**config.mk**
```make
export PLATFORM = sky130hd
export DESIGN_NAME = telemetry_frame_scheduler
export DESIGN_NICKNAME = d
export VERILOG_FILES = /design/src/rtl/telemetry_frame_scheduler_pkg.sv /design/src/rtl/telemetry_frame_scheduler_frame_byte_mux.sv /design/src/rtl/telemetry_frame_scheduler.sv
export SDC_FILE = /design/constraint.sdc
export NUM_CORES = 1
export LEC_CHECK = 0
export CAP_MARGIN = 20
export CORE_MARGIN = 4
export CORE_UTILIZATION = 40
export CTS_CLUSTER_SIZE = 28
export DETAILED_ROUTE_END_ITERATION = 10
export PLACE_DENSITY = 0.66
export SLEW_MARGIN = 20
export SYNTH_ARGS = -nofsm -noshare
export SYNTH_HDL_FRONTEND = slang
export SYNTH_SLANG_ARGS = --single-unit
```
**constraint.sdc**
```tcl
create_clock -name clk -period 9.9 [get_ports clk]
set_input_delay 1.98 -clock clk [delete_from_list [all_inputs] [get_ports clk]]
set_output_delay 1.98 -clock clk [all_outputs]
set_load 0.1 [all_outputs]
```
**src/rtl/telemetry_frame_scheduler_pkg.sv**
```systemverilog
`default_nettype none
// ============================================================================
// Module      : mppc_pkg
// Description : Shared types and constants for the telemetry frame scheduler.
// Revision    : 1.0 - initial release
// ============================================================================
package mppc_pkg;

    typedef enum logic [2:0] {
        IDLE    = 3'd0,
        SNAP    = 3'd1,
        LOAD    = 3'd2,
        WAIT_HI = 3'd3,
        WAIT_LO = 3'd4
    } state_t;

    localparam logic [7:0] SYNC0 = 8'hA5;
    localparam logic [7:0] SYNC1 = 8'h5A;

    // Two sync bytes, sequence number and checksum around the counter payload.
    function automatic int frame_len(input int num_ch);
        return 2 * num_ch + 4;
    endfunction

endpackage
`default_nettype wire

```
**src/rtl/telemetry_frame_scheduler_frame_byte_mux.sv**
```systemverilog
`default_nettype none
// ============================================================================
// Module      : frame_byte_mux
// Description : Selects the frame byte at a given index from header, sequence
//               number, snapshot payload and running checksum.
// Revision    : 1.0 - initial release
// ============================================================================
module frame_byte_mux
    import mppc_pkg::*;
#(
    parameter int NUM_CH = 8,
    parameter int CNT_W  = 16,
    parameter int IDX_W  = 5
) (
    input  logic [IDX_W-1:0]        i_idx,
    input  logic [7:0]              i_seq_num,
    input  logic [NUM_CH*CNT_W-1:0] i_snapshot,
    input  logic [7:0]              i_checksum,
    output logic [7:0]              o_byte
);

    localparam int c_frame_len = frame_len(NUM_CH);

    logic [7:0] w_frame [2**IDX_W];

    // Table covers the full index range so unused slots read as zero.
    for (genvar gi = 0; gi < 2**IDX_W; gi++) begin : g_byte
        if (gi == 0) begin : g_sync0
            assign w_frame[gi] = SYNC0;
        end else if (gi == 1) begin : g_sync1
            assign w_frame[gi] = SYNC1;
        end else if (gi == 2) begin : g_seq
            assign w_frame[gi] = i_seq_num;
        end else if (gi < c_frame_len - 1) begin : g_payload
            assign w_frame[gi] = i_snapshot[(gi-3)*8 +: 8];
        end else if (gi == c_frame_len - 1) begin : g_csum
            assign w_frame[gi] = i_checksum;
        end else begin : g_unused
            assign w_frame[gi] = 8'h00;
        end
    end

    assign o_byte = w_frame[i_idx];

endmodule
`default_nettype wire

```
**src/rtl/telemetry_frame_scheduler.sv**
```systemverilog
`default_nettype none
// ============================================================================
// Module      : telemetry_frame_scheduler
// Description : Periodically snapshots the event counters and streams one
//               framed, checksummed packet through the shared uart_tx.
// Revision    : 1.0 - initial release
// ============================================================================
module telemetry_frame_scheduler
    import mppc_pkg::*;
#(
    parameter int PERIOD = 500000,
    parameter int NUM_CH = 8,
    parameter int CNT_W  = 16
) (
    input  logic                    clk,
    input  logic                    reset,
    input  logic [NUM_CH*CNT_W-1:0] counts_in,
    input  logic                    force_frame,
    input  logic                    tx_busy,
    output logic                    tx_send,
    output logic [7:0]              tx_data,
    output logic                    cnt_clear,
    output logic                    frame_active,
    output logic [7:0]              seq_num,
    output logic                    overrun
);

    localparam int c_frame_len = frame_len(NUM_CH);
    localparam int c_idx_w     = $clog2(c_frame_len);
    localparam int c_tmr_w     = $clog2(PERIOD);
    localparam logic [c_idx_w-1:0] c_last_idx  = c_idx_w'(c_frame_len - 1);
    localparam logic [c_idx_w-1:0] c_first_sum = c_idx_w'(2);
    localparam logic [c_tmr_w-1:0] c_tmr_max   = c_tmr_w'(PERIOD - 1);

    state_t                    r_state;
    logic [c_tmr_w-1:0]        r_timer;
    logic                      r_pending;
    logic                      r_overrun;
    logic [c_idx_w-1:0]        r_idx;
    logic [NUM_CH*CNT_W-1:0]   r_snapshot;
    logic [7:0]                r_checksum;
    logic                      r_tx_send;
    logic [7:0]                r_tx_data;
    logic                      r_cnt_clear;
    logic                      r_frame_active;
    logic [7:0]                r_seq_num;

    logic                      w_tick;
    logic                      w_trigger;
    logic                      w_last;
    logic                      w_in_sum;
    logic [7:0]                w_byte;

    assign w_tick    = (r_timer == c_tmr_max);
    assign w_trigger = w_tick | force_frame;
    assign w_last    = (r_idx == c_last_idx);
    assign w_in_sum  = (r_idx >= c_first_sum) && (r_idx < c_last_idx);

    frame_byte_mux #(
        .NUM_CH (NUM_CH),
        .CNT_W  (CNT_W),
        .IDX_W  (c_idx_w)
    ) u_byte_mux (
        .i_idx      (r_idx),
        .i_seq_num  (r_seq_num),
        .i_snapshot (r_snapshot),
        .i_checksum (r_checksum),
        .o_byte     (w_byte)
    );

    always_ff @(posedge clk) begin
        if (reset || w_tick) begin
            r_timer <= '0;
        end else begin
            r_timer <= r_timer + c_tmr_w'(1);
        end
    end

    always_ff @(posedge clk) begin
        if (reset) begin
            r_state        <= IDLE;
            r_pending      <= 1'b0;
            r_overrun      <= 1'b0;
            r_idx          <= '0;
            r_snapshot     <= '0;
            r_checksum     <= '0;
            r_tx_send      <= 1'b0;
            r_tx_data      <= '0;
            r_cnt_clear    <= 1'b0;
            r_frame_active <= 1'b0;
            r_seq_num      <= 8'hFF;
        end else begin
            r_tx_send   <= 1'b0;
            r_cnt_clear <= 1'b0;

            // One-deep request queue; a second request while one waits is lost.
            if (w_trigger && r_pending) begin
                r_overrun <= 1'b1;
            end else if (w_trigger && (r_state != IDLE)) begin
                r_pending <= 1'b1;
            end

            case (r_state)
                IDLE: begin
                    if (w_trigger || r_pending) begin
                        r_state        <= SNAP;
                        r_frame_active <= 1'b1;
                    end
                end
                SNAP: begin
                    r_snapshot  <= counts_in;
                    r_cnt_clear <= 1'b1;
                    r_seq_num   <= r_seq_num + 8'd1;
                    r_pending   <= w_trigger && !r_pending;
                    r_checksum  <= '0;
                    r_idx       <= '0;
                    r_state     <= LOAD;
                end
                LOAD: begin
                    if (!tx_busy) begin
                        r_tx_send <= 1'b1;
                        r_tx_data <= w_byte;
                        if (w_in_sum) begin
                            r_checksum <= r_checksum + w_byte;
                        end
                        r_state <= WAIT_HI;
                    end
                end
                WAIT_HI: begin
                    if (tx_busy) begin
                        r_state <= WAIT_LO;
                    end
                end
                WAIT_LO: begin
                    if (!tx_busy) begin
                        if (w_last) begin
                            r_state        <= IDLE;
                            r_frame_active <= 1'b0;
                        end else begin
                            r_idx   <= r_idx + c_idx_w'(1);
                            r_state <= LOAD;
                        end
                    end
                end
                default: r_state <= IDLE;
            endcase
        end
    end

    assign tx_send      = r_tx_send;
    assign tx_data      = r_tx_data;
    assign cnt_clear    = r_cnt_clear;
    assign frame_active = r_frame_active;
    assign seq_num      = r_seq_num;
    assign overrun      = r_overrun;

endmodule
`default_nettype wire

```
## Yosys cells after proc, flatten, opt, wreduce, memory -nomap -nowiden

Cells that the tools add are included.

- Bits in registers: 184

- Add/sub/neg operators: 4
- Magnitude comparators: 3
- Eq/ne operators: 14
- Mux-type cells: 24
- Bitwise operators: 4
- Reductions and logical operators: 20

Operators with widths:

| operator | count |
|---|---|
| binary-select mux 8 bit (select 5 bit) | 1 |
| 2-to-1 mux 8 bit | 4 |
| adder 19 x 1 -> 19 bit, second input constant | 1 |
| equality test 19 bit, second input constant | 1 |
| one-hot mux 8 bit (2 select lines) | 1 |
| one-hot mux 3 bit (5 select lines) | 1 |
| inequality test 2 bit, second input constant | 7 |
| 2-to-1 mux 3 bit | 4 |
| 2-to-1 mux 5 bit | 2 |
| one-hot mux 5 bit (2 select lines) | 1 |
| adder 8 x 1 -> 8 bit, second input constant | 1 |
| adder 8 bit | 1 |
| 2-to-1 mux 1 bit | 8 |
| AND reduction 4 bit | 2 |
| nonzero test 2 bit | 4 |
| equality test 3 x 2 -> 1 bit, second input constant | 2 |
| greater-or-equal comparator 6 bit, second input constant | 1 |
| inverter 5 -> 6 bit | 1 |
| AND reduction 3 bit | 2 |
| adder 5 x 1 -> 5 bit, second input constant | 1 |
| equality test 5 bit, second input constant | 1 |
| greater-or-equal comparator 5 x 2 -> 1 bit, second input constant | 1 |
| < comparator 5 bit, second input constant | 1 |
| logical AND 1 bit | 4 |
| other kinds (13) | 16 |

## Depth between registers and ports, before layout

Gate-level depths: netlist of the first run.

- Word-level depth: 8
- Depth in mapped cells: 16
- Depth with buffers taken out: 13

## Modules after synthesis

Synthesis of the first run repeated with hierarchy kept, for this count alone.

- Cells, all modules: 1016
- Area total of the unflattened synthesis: 8378.0 sq um

Modules (own cells, without submodules):

| module | instances | cells an instance | area an instance (sq um) |
|---|---|---|---|
| telemetry_frame_scheduler | 1 | 864 | 7049.3 |
| frame_byte_mux | 1 | 152 | 1328.8 |

## Worst setup path before layout of the first run

No wires, ideal clock.

- Path kind: reg-to-reg
- Start point: reg r_idx[0]
- End point: reg r_checksum[7]
- Library setup time: 0.064 ns
- Arrival: 3.724 ns
- Data required time: 9.836 ns
- Slack: 6.112 ns
- Cell stages (with the launch flop): 13
- Path buffers: 2
- Cells stage by stage: dfxtp_1 buf_6 buf_2 mux4_2 mux4_2 o2bb2ai_1 ha_1 a21o_1 a211o_1 a2111oi_0 nor2_1 or3_1 nand4_1

- Cells in the longest elaborated chain, start to end: 8
- Elaborated cells on any way between the ends: 13

RTL lines:

| what | line | RTL |
|---|---|---|
| from (decl) | telemetry_frame_scheduler.sv:39 | `logic [c_idx_w-1:0] r_idx;` |
| from (signal assigned) | telemetry_frame_scheduler.sv:140 | `r_idx <= r_idx + c_idx_w'(1);` |
| inverter 5 -> 6 bit (not written as such) | telemetry_frame_scheduler_frame_byte_mux.sv:43 | `assign o_byte = w_frame[i_idx];` |
| binary-select mux 8 bit (select 5 bit) | telemetry_frame_scheduler_frame_byte_mux.sv:43 |  |
| 2-to-1 mux 8 bit (not written as such) (2 in series) | telemetry_frame_scheduler_frame_byte_mux.sv:43 |  |
| named net u_byte_mux.o_byte[1] | telemetry_frame_scheduler_frame_byte_mux.sv:19 | `output logic [7:0] o_byte` |
| adder 8 bit | telemetry_frame_scheduler.sv:124 | `r_checksum <= r_checksum + w_byte;` |
| 2-to-1 mux 8 bit | telemetry_frame_scheduler.sv:123 | `if (w_in_sum) begin` |
| 2-to-1 mux 8 bit | telemetry_frame_scheduler.sv:120 | `if (!tx_busy) begin` |
| one-hot mux 8 bit (2 select lines) | telemetry_frame_scheduler.sv:103 | `case (r_state)` |
| to (signal assigned) | telemetry_frame_scheduler.sv:124 |  |
| to (decl) | telemetry_frame_scheduler.sv:41 | `logic [7:0] r_checksum;` |

The timed path passes the listed nets, and every way through them passes these cells. The select of a mux whose other input is x is not followed.
A chain may end at the register's enable or synchronous reset.

## Worst setup path in the final report of the first run

Same ends and word-level chain as after synthesis.

==> results of run 1 <==
-- layout make-up --
cell class / count / area, um2 / area share, %
Clock buffer: 18 / 429 / 4.10
Sequential cell: 184 / 3690 / 35.3
Timing Repair Buffer: 157 / 1550 / 14.9
Clock inverter: 14 / 123 / 1.17
Tap cell: 270 / 338 / 3.23
Inverter: 9 / 33.8 / 0.323
Multi-Input combinational cell: 738 / 4290 / 41.0
-- through the flow --
step / power, W / hold slack (ns) / worst slack (ns) / instances / util, %
after floorplan: 0.00105 / 0.432 / 6.11 / 1003 / -
after CTS: 0.00181 / 0.456 / 5.50 / 1390 / 51.5
after global routing: 0.00188 / 0.469 / 5.14 / 1390 / 51.5
final: 0.00179 / 0.452 / 5.50 / 1390 / 51.5
after global placement: 0.00116 / 0.437 / 5.63 / 1358 / 48.8
after detailed placement: 0.00117 / 0.444 / 5.54 / 1358 / 48.8
-- power breakdown --
group / total [W] / leakage, nW / switching (W) / internal, W
Sequential: 0.000833 / 1.50 / 0.0000394 / 0.000794
Clock: 0.000645 / 0.271 / 0.000297 / 0.000348
Combinational: 0.000315 / 1.91 / 0.000192 / 0.000123
Total: 0.00179 / 3.68 / 0.000529 / 0.00127
-- synth_stat cells, types with 3 or more instances --
master	instances
clkbuf_1	56
mux4_2	20
a21oi_1	170
nor3_1	12
ha_1	11
mux4_1	5
nor3b_1	5
nand4_1	8
mux2_2	14
nor2b_1	6
inv_1	7
nand2_1	278
or2_1	3
o22ai_1	5
buf_2	10
nand2b_1	7
or3_1	6
mux2i_1	8
o21a_1	6
and3_1	6
a22o_1	6
o21bai_1	3
nor4b_1	3
dfxtp_1	184
nand3_1	22
xor2_1	15
xnor2_1	14
nor2_1	71
buf_1	4
-- worst reg2reg max path: stages (launching register included) --
cell and delay (ns):
dfxtp_2 0.32, buf_4 0.56, mux4_2 0.62, mux2_2 0.27
a22o_1 0.25, a21oi_1 0.14, o22ai_1 0.13, ha_1 0.25
a21o_1 0.20, a211o_1 0.32, a2111oi_0 0.68, nor2_1 0.13
or3_1 0.37, nand4_1 0.09
-- worst paths after layout --
kind	from	slack, ns	depth (start not counted)	endpoint
worst max-delay path	r_idx[0]	5.50	13	r_checksum[7]
worst min-delay path	r_snapshot[113]	0.45	2	r_snapshot[113]
worst max register to register	r_idx[0]	5.50	13	r_checksum[7]
worst min register to register	r_snapshot[113]	0.45	2	r_snapshot[113]
-- registers in the layout, indices dropped and copies added (netlist names), 3 cells and up --
signal,count
r_idx,5
r_state,3
r_checksum,8
tx_data,8
r_timer,19
seq_num,8
r_snapshot,128
-- metal layers --
layer  up-vias  GRT usage, %
met5         -             0
met4         0          4.58
met3        17          3.90
met2       137          31.1
met1      3343          24.7
li1       3620             -
-- logic make-up (layout without fill, tap and decap cells) --
kind of cell	after synthesis	count (layout)
AND/OR/NAND/NOR	439	439
AO/OA/AOI/OAI	209	209
flip-flops	184	184
buffers and inverters	81	198
multiplexers	49	49
XOR/XNOR	29	29
adder cells (fa/ha/maj)	12	12
==> summary.md, run 1 <==
| Metric | Value |
|---|---|
| CTS resizes | 0 |
| I/O Buffers | 151 |
| Commonest non-fill, non-tap cell in the layout | nand2_1 |
| Register bit total from synthesis | 184 |
| Adder-cell share of the synthesized area | 1.90% |
| IO Pins | 152 |
| Clock root buffer | clkbuf_16 |
| RSZ-0062 raised after global routing | no |
| Arr. time, crit path | 4.77 ns |
| Layout cells sized above 1 | 7.68% |
| Crit path max-delay cell type | a2111oi_0 |
| Largest family of logic cells by synthesized area | simple AND/OR/NAND/NOR gates |
| Relative slew slack | 30.5% |
| Top Layer Used | met4 |
| Fin crit share | 44.5% |
| Synth Area in XOR/XNOR | 3.06% |
| Initial DRC count | 512 |
| Avg Inst Size Synth | 8.28 um2 |
| Clock tree sinks | 184 |
| Setup-failing EPs final | 0 |
| Initial antenna violation count | 0 |
| CTS Buf Count | 17 |
| Filler cell count | 1984 |
| Leakage power | 3.68 nW |
| Pre-antenna DRT Iters | 5 |
| Sum Neg Setup Slack | 0 ns |
| WL/cell | 15.8 um |
| Post-CTS Hold Fix Bufs | 0 |
| Die H | 152 um |
| Most frequent cells in the layout | nand2_1, dfxtp_1, a21oi_1 |
| CP required | 10.27 ns |
| Largest area contributor in the netlist | dfxtp_1 |
| DRT antenna net count | 0 |
| Post-route DRC | 0 |
| Chip width | 152 um |
| Clock Tree Buf Depth | 2 |
| Largest net degree at the start of global routing | 103 |
| Diodes inserted | 0 |
| Post-synthesis mux area share | 10.1% |
| Yosys warns | 0 |
| CP Buf/Inv Count | 1 |
| Worst setup EP type | flip-flop |
| Netlist cell types | 58 |
| Post-synthesis compound-gate area fraction | 14.0% |
| Crit path cell chain | buf_4 -> mux4_2 -> mux2_2 -> a22o_1 -> a21oi_1 -> o22ai_1 -> ha_1 -> a21o_1 -> a211o_1 -> a2111oi_0 -> nor2_1 -> or3_1 -> nand4_1 |
| Slew Viols, Final | 0 |
| Number of max-cap violations | 0 |
| CP delay by family, top | compound AO/OA/AOI/OAI gates |
| Simple-Gate Fraction of Synth Area | 22.4% |
| Area delta synth->final | 26.0% |
| Setup Skew | 0.00937 ns |
| Worst min path class | flip-flop to flip-flop |
| Die Area | 23100 um2 |
| Setup CP Type | flip-flop to flip-flop |
| Metal3 WL | 894 um |
| EDFF count, synth | 0 |
| Number of H-tree levels | 4 |
| Worst-path clk slew | 0.07 ns |
| Slew @ Worst Pin | 1.04 ns |
| Post-DP Area | 9900 um2 |
| Top-area cell type share of the netlist area | 44.4% |
| Vias in the first global route | 6740 |
| Initial Util | 40.9% |
| Row cnt | 52 |
| Core area | 20300 um2 |
| Worst vdd ir | 0.100 mV |
| GRT overflow | 0 |
| Hold Fails Final Rpt | 0 |
| First-pass GRT wire length | 35000 um |
| Startpoint types | flip-flop |
| Cell area after layout | 10500 um2 |
| Post-synth ARST share | 0% |
| Gr usage total | 18.6% |
| Net Count, Synth | 1147 |
| Vias after detailed routing | 7117 |
| Mapped cell area | 8300 um2 |
| WL met1 | 10100 um |
| Top_reg_cell synth | dfxtp_1 |
| Final WL | 22000 um |
| Pwr dens | 172 nW/um2 |
| Status | finished clean |
| Met2 WL post-DR | 10800 um |
| HPWL after DPL | 15500 um |
| Vias per cell | 5.12 |
| Fin crit period | 4.40 ns |
| Seq/Total Area, Yosys | 44.4% |
| Synth top area cells | dfxtp_1, nand2_1, a21oi_1 |
| Crit-path max FO | 53 |
| CP max stage delay | 0.68 ns |
| Synthesized instance count | 1003 |
| Final Net Count | 1251 |
| Post-CTS Setup Bufs | 0 |
| GP Congestion | 0.858 |
| Worst-skew pair later-pin latency | 0.43 ns |
| TritonCTS clock tree | built |
| Max Freq | 0.227 GHz |
Note: power is estimated with default switching activity, not from simulation.
==> run 2: changes to the inputs <==
--- a/config.mk
+++ b/config.mk
@@ -10,7 +10,7 @@
 export CORE_UTILIZATION = 40
 export CTS_CLUSTER_SIZE = 28
 export DETAILED_ROUTE_END_ITERATION = 10
-export PLACE_DENSITY = 0.66
+export PLACE_DENSITY = 0.68
 export SLEW_MARGIN = 20
 export SYNTH_ARGS = -nofsm -noshare
 export SYNTH_HDL_FRONTEND = slang
==> constraint.sdc (replaced) <==
create_clock -name clk -period 3.8 [get_ports clk]
set_input_delay 0.76 -clock clk [delete_from_list [all_inputs] [get_ports clk]]
set_output_delay 0.76 -clock clk [all_outputs]
set_load 0.1 [all_outputs]
==> summary.md, run 2 (same netlist as run 1, synthesis figures left out) <==
| Metric | Value |
|---|---|
| Vias per cell | 5.12 |
| Die Area | 23100 um2 |
| Crit-path max FO | 12 |
| Fin crit share | 94.6% |
| Internal power | 0.00330 W |
| Hold Fails Final Rpt | 0 |
| Worst setup EP type | flip-flop |
| Worst min path class | flip-flop to flip-flop |
| CTS Buf Count | 17 |
| First-pass GRT wire length | 35800 um |
| Clock tree sinks | 184 |
| Pre-antenna DRT Iters | 5 |
| Most frequent cells in the layout | nand2_1, dfxtp_1, a21oi_1 |
| I/O Buffers | 151 |
| Gr usage total | 18.7% |
| Largest regs | r_snapshot: 128 flops, r_timer: 19 flops |
| Startpoint types | flip-flop |
| Register share of total power | 46.8% |
| Slew @ Worst Pin | 0.994 ns |
| Sw Pwr | 0.00134 W |
| Setup Skew | 0.00711 ns |
| Number of max-cap violations | 0 |
| Filler cell count | 1908 |
| Vias after detailed routing | 7261 |
| TritonCTS clock tree | built |
| Largest Register | r_snapshot |
| Switching share of power | 28.9% |
| Cell area after layout | 10700 um2 |
| Arr. time, crit path | 3.88 ns |
| Initial Util | 40.9% |
| Clock share of power | 35.3% |
| Initial DRC count | 540 |
| Area delta synth->final | 28.7% |
| Leakage power | 3.82 nW |
| Pwr dens | 434 nW/um2 |
| Worst-path clk slew | 0.06 ns |
| Setup slack after layout | 0.204 ns |
| GP Congestion | 0.859 |
| Final WL | 21900 um |
| Relative slew slack | 33.5% |
| Max FFs per register | 128 |
| Post-route DRC | 0 |
| Largest net degree at the start of global routing | 88 |
| Vias in the first global route | 7048 |
| Pre-CTS setup slack | 0.0430 ns |
| Number of H-tree levels | 4 |
| Chip width | 152 um |
| WL/cell | 15.4 um |
| Sum Neg Setup Slack | 0 ns |
| Clock Tree Buf Depth | 2 |
| Slew Viols, Final | 0 |
| Post-DP Area | 10100 um2 |
| Final Net Count | 1279 |
| GRT overflow | 0 |
| Worst-skew pair later-pin latency | 0.43 ns |
| Core area | 20300 um2 |
| Status | finished clean |
| Row cnt | 52 |
| Die H | 152 um |
| Combinational Power Share | 17.9% |
| IO Pins | 152 |
| Worst vdd ir | 0.285 mV |
| DRT antenna net count | 0 |
| CP required | 4.08 ns |
| Layout cells sized above 1 | 9.68% |
| HPWL after DPL | 16000 um |
| Diodes inserted | 0 |
| Fin crit period | 3.60 ns |
| Setup CP Type | flip-flop to flip-flop |
| Setup-failing EPs final | 0 |
| Initial antenna violation count | 0 |
| Clock root buffer | clkbuf_16 |
| RSZ-0062 raised after global routing | no |
| Max Freq | 0.278 GHz |
| Commonest non-fill, non-tap cell in the layout | nand2_1 |
| Hold Slack | 0.455 ns |
==> run 2: cell type report <==
class / instances / area (um2) / area share [%]
clock buffer: 21 / 440 / 4.12
clock inverter: 10 / 97.6 / 0.913
inverter: 9 / 33.8 / 0.316
multi-input combinational: 738 / 4300 / 40.2
sequential: 184 / 3690 / 34.5
tap: 270 / 338 / 3.16
timing repair buffer: 185 / 1790 / 16.7
==> run 2: final timing paths <==
| kind | start | end | slack [ns] | cells after the start |
|---|---|---|---|---|
| worst max register to register | r_idx[0] | r_checksum[6] | 0.20 | 14 |
| worst max-delay path | r_idx[0] | r_checksum[6] | 0.20 | 14 |
| worst min-delay path | r_snapshot[107] | r_snapshot[107] | 0.45 | 2 |
| worst min register to register | r_snapshot[107] | r_snapshot[107] | 0.45 | 2 |
==> run 2: through the flow <==
| stage | power [W] | instances | util, % |
|---|---|---|---|
| after floorplan | 0.00273 | 1003 | - |
| after CTS | 0.00468 | 1413 | 52.4 |
| after detailed placement | 0.00305 | 1382 | 49.8 |
| after global placement | 0.00304 | 1382 | 49.8 |
| final | 0.00464 | 1417 | 52.6 |
| after global routing | 0.00484 | 1417 | 52.6 |
==> run 2: routing by layer <==
metal	track usage, %	part of all wire, %	vias up
li1	-	-	3675
met1	24.7	45	3352
met2	30.7	47	193
met3	4.21	4.7	41
met4	6.04	2.5	0
met5	0	0	-
==> run 2: worst max-delay path: stages (launching register included) <==
cell and delay (ns):
dfxtp_4 0.44, mux4_2 0.52, mux2_2 0.29, a22o_1 0.24, a21oi_1 0.13, o22ai_1 0.12
ha_1 0.24, buf_4 0.14, fa_1 0.39, a21o_1 0.21, a21oi_2 0.17, o21bai_1 0.08
a21oi_1 0.19, mux2i_1 0.21, a21oi_1 0.08
==> run 2: what timing repair did <==
item	in CTS	in global routing
hold buffers	0	0
resized for setup	0	3
setup endpoints to repair	0	3
setup buffers	0	4
==> run 2: power groups by stage <==
stage / Clock [W] / Combinational, W / Sequential (W)
2_1_floorplan: 0 / 0.000392 / 0.00234
3_3_place_gp: 0 / 0.000826 / 0.00222
3_5_place_dp: 0 / 0.000833 / 0.00222
4_1_cts: 0.00167 / 0.000838 / 0.00217
5_1_grt: 0.00174 / 0.000912 / 0.00219
6_report: 0.00164 / 0.000831 / 0.00217
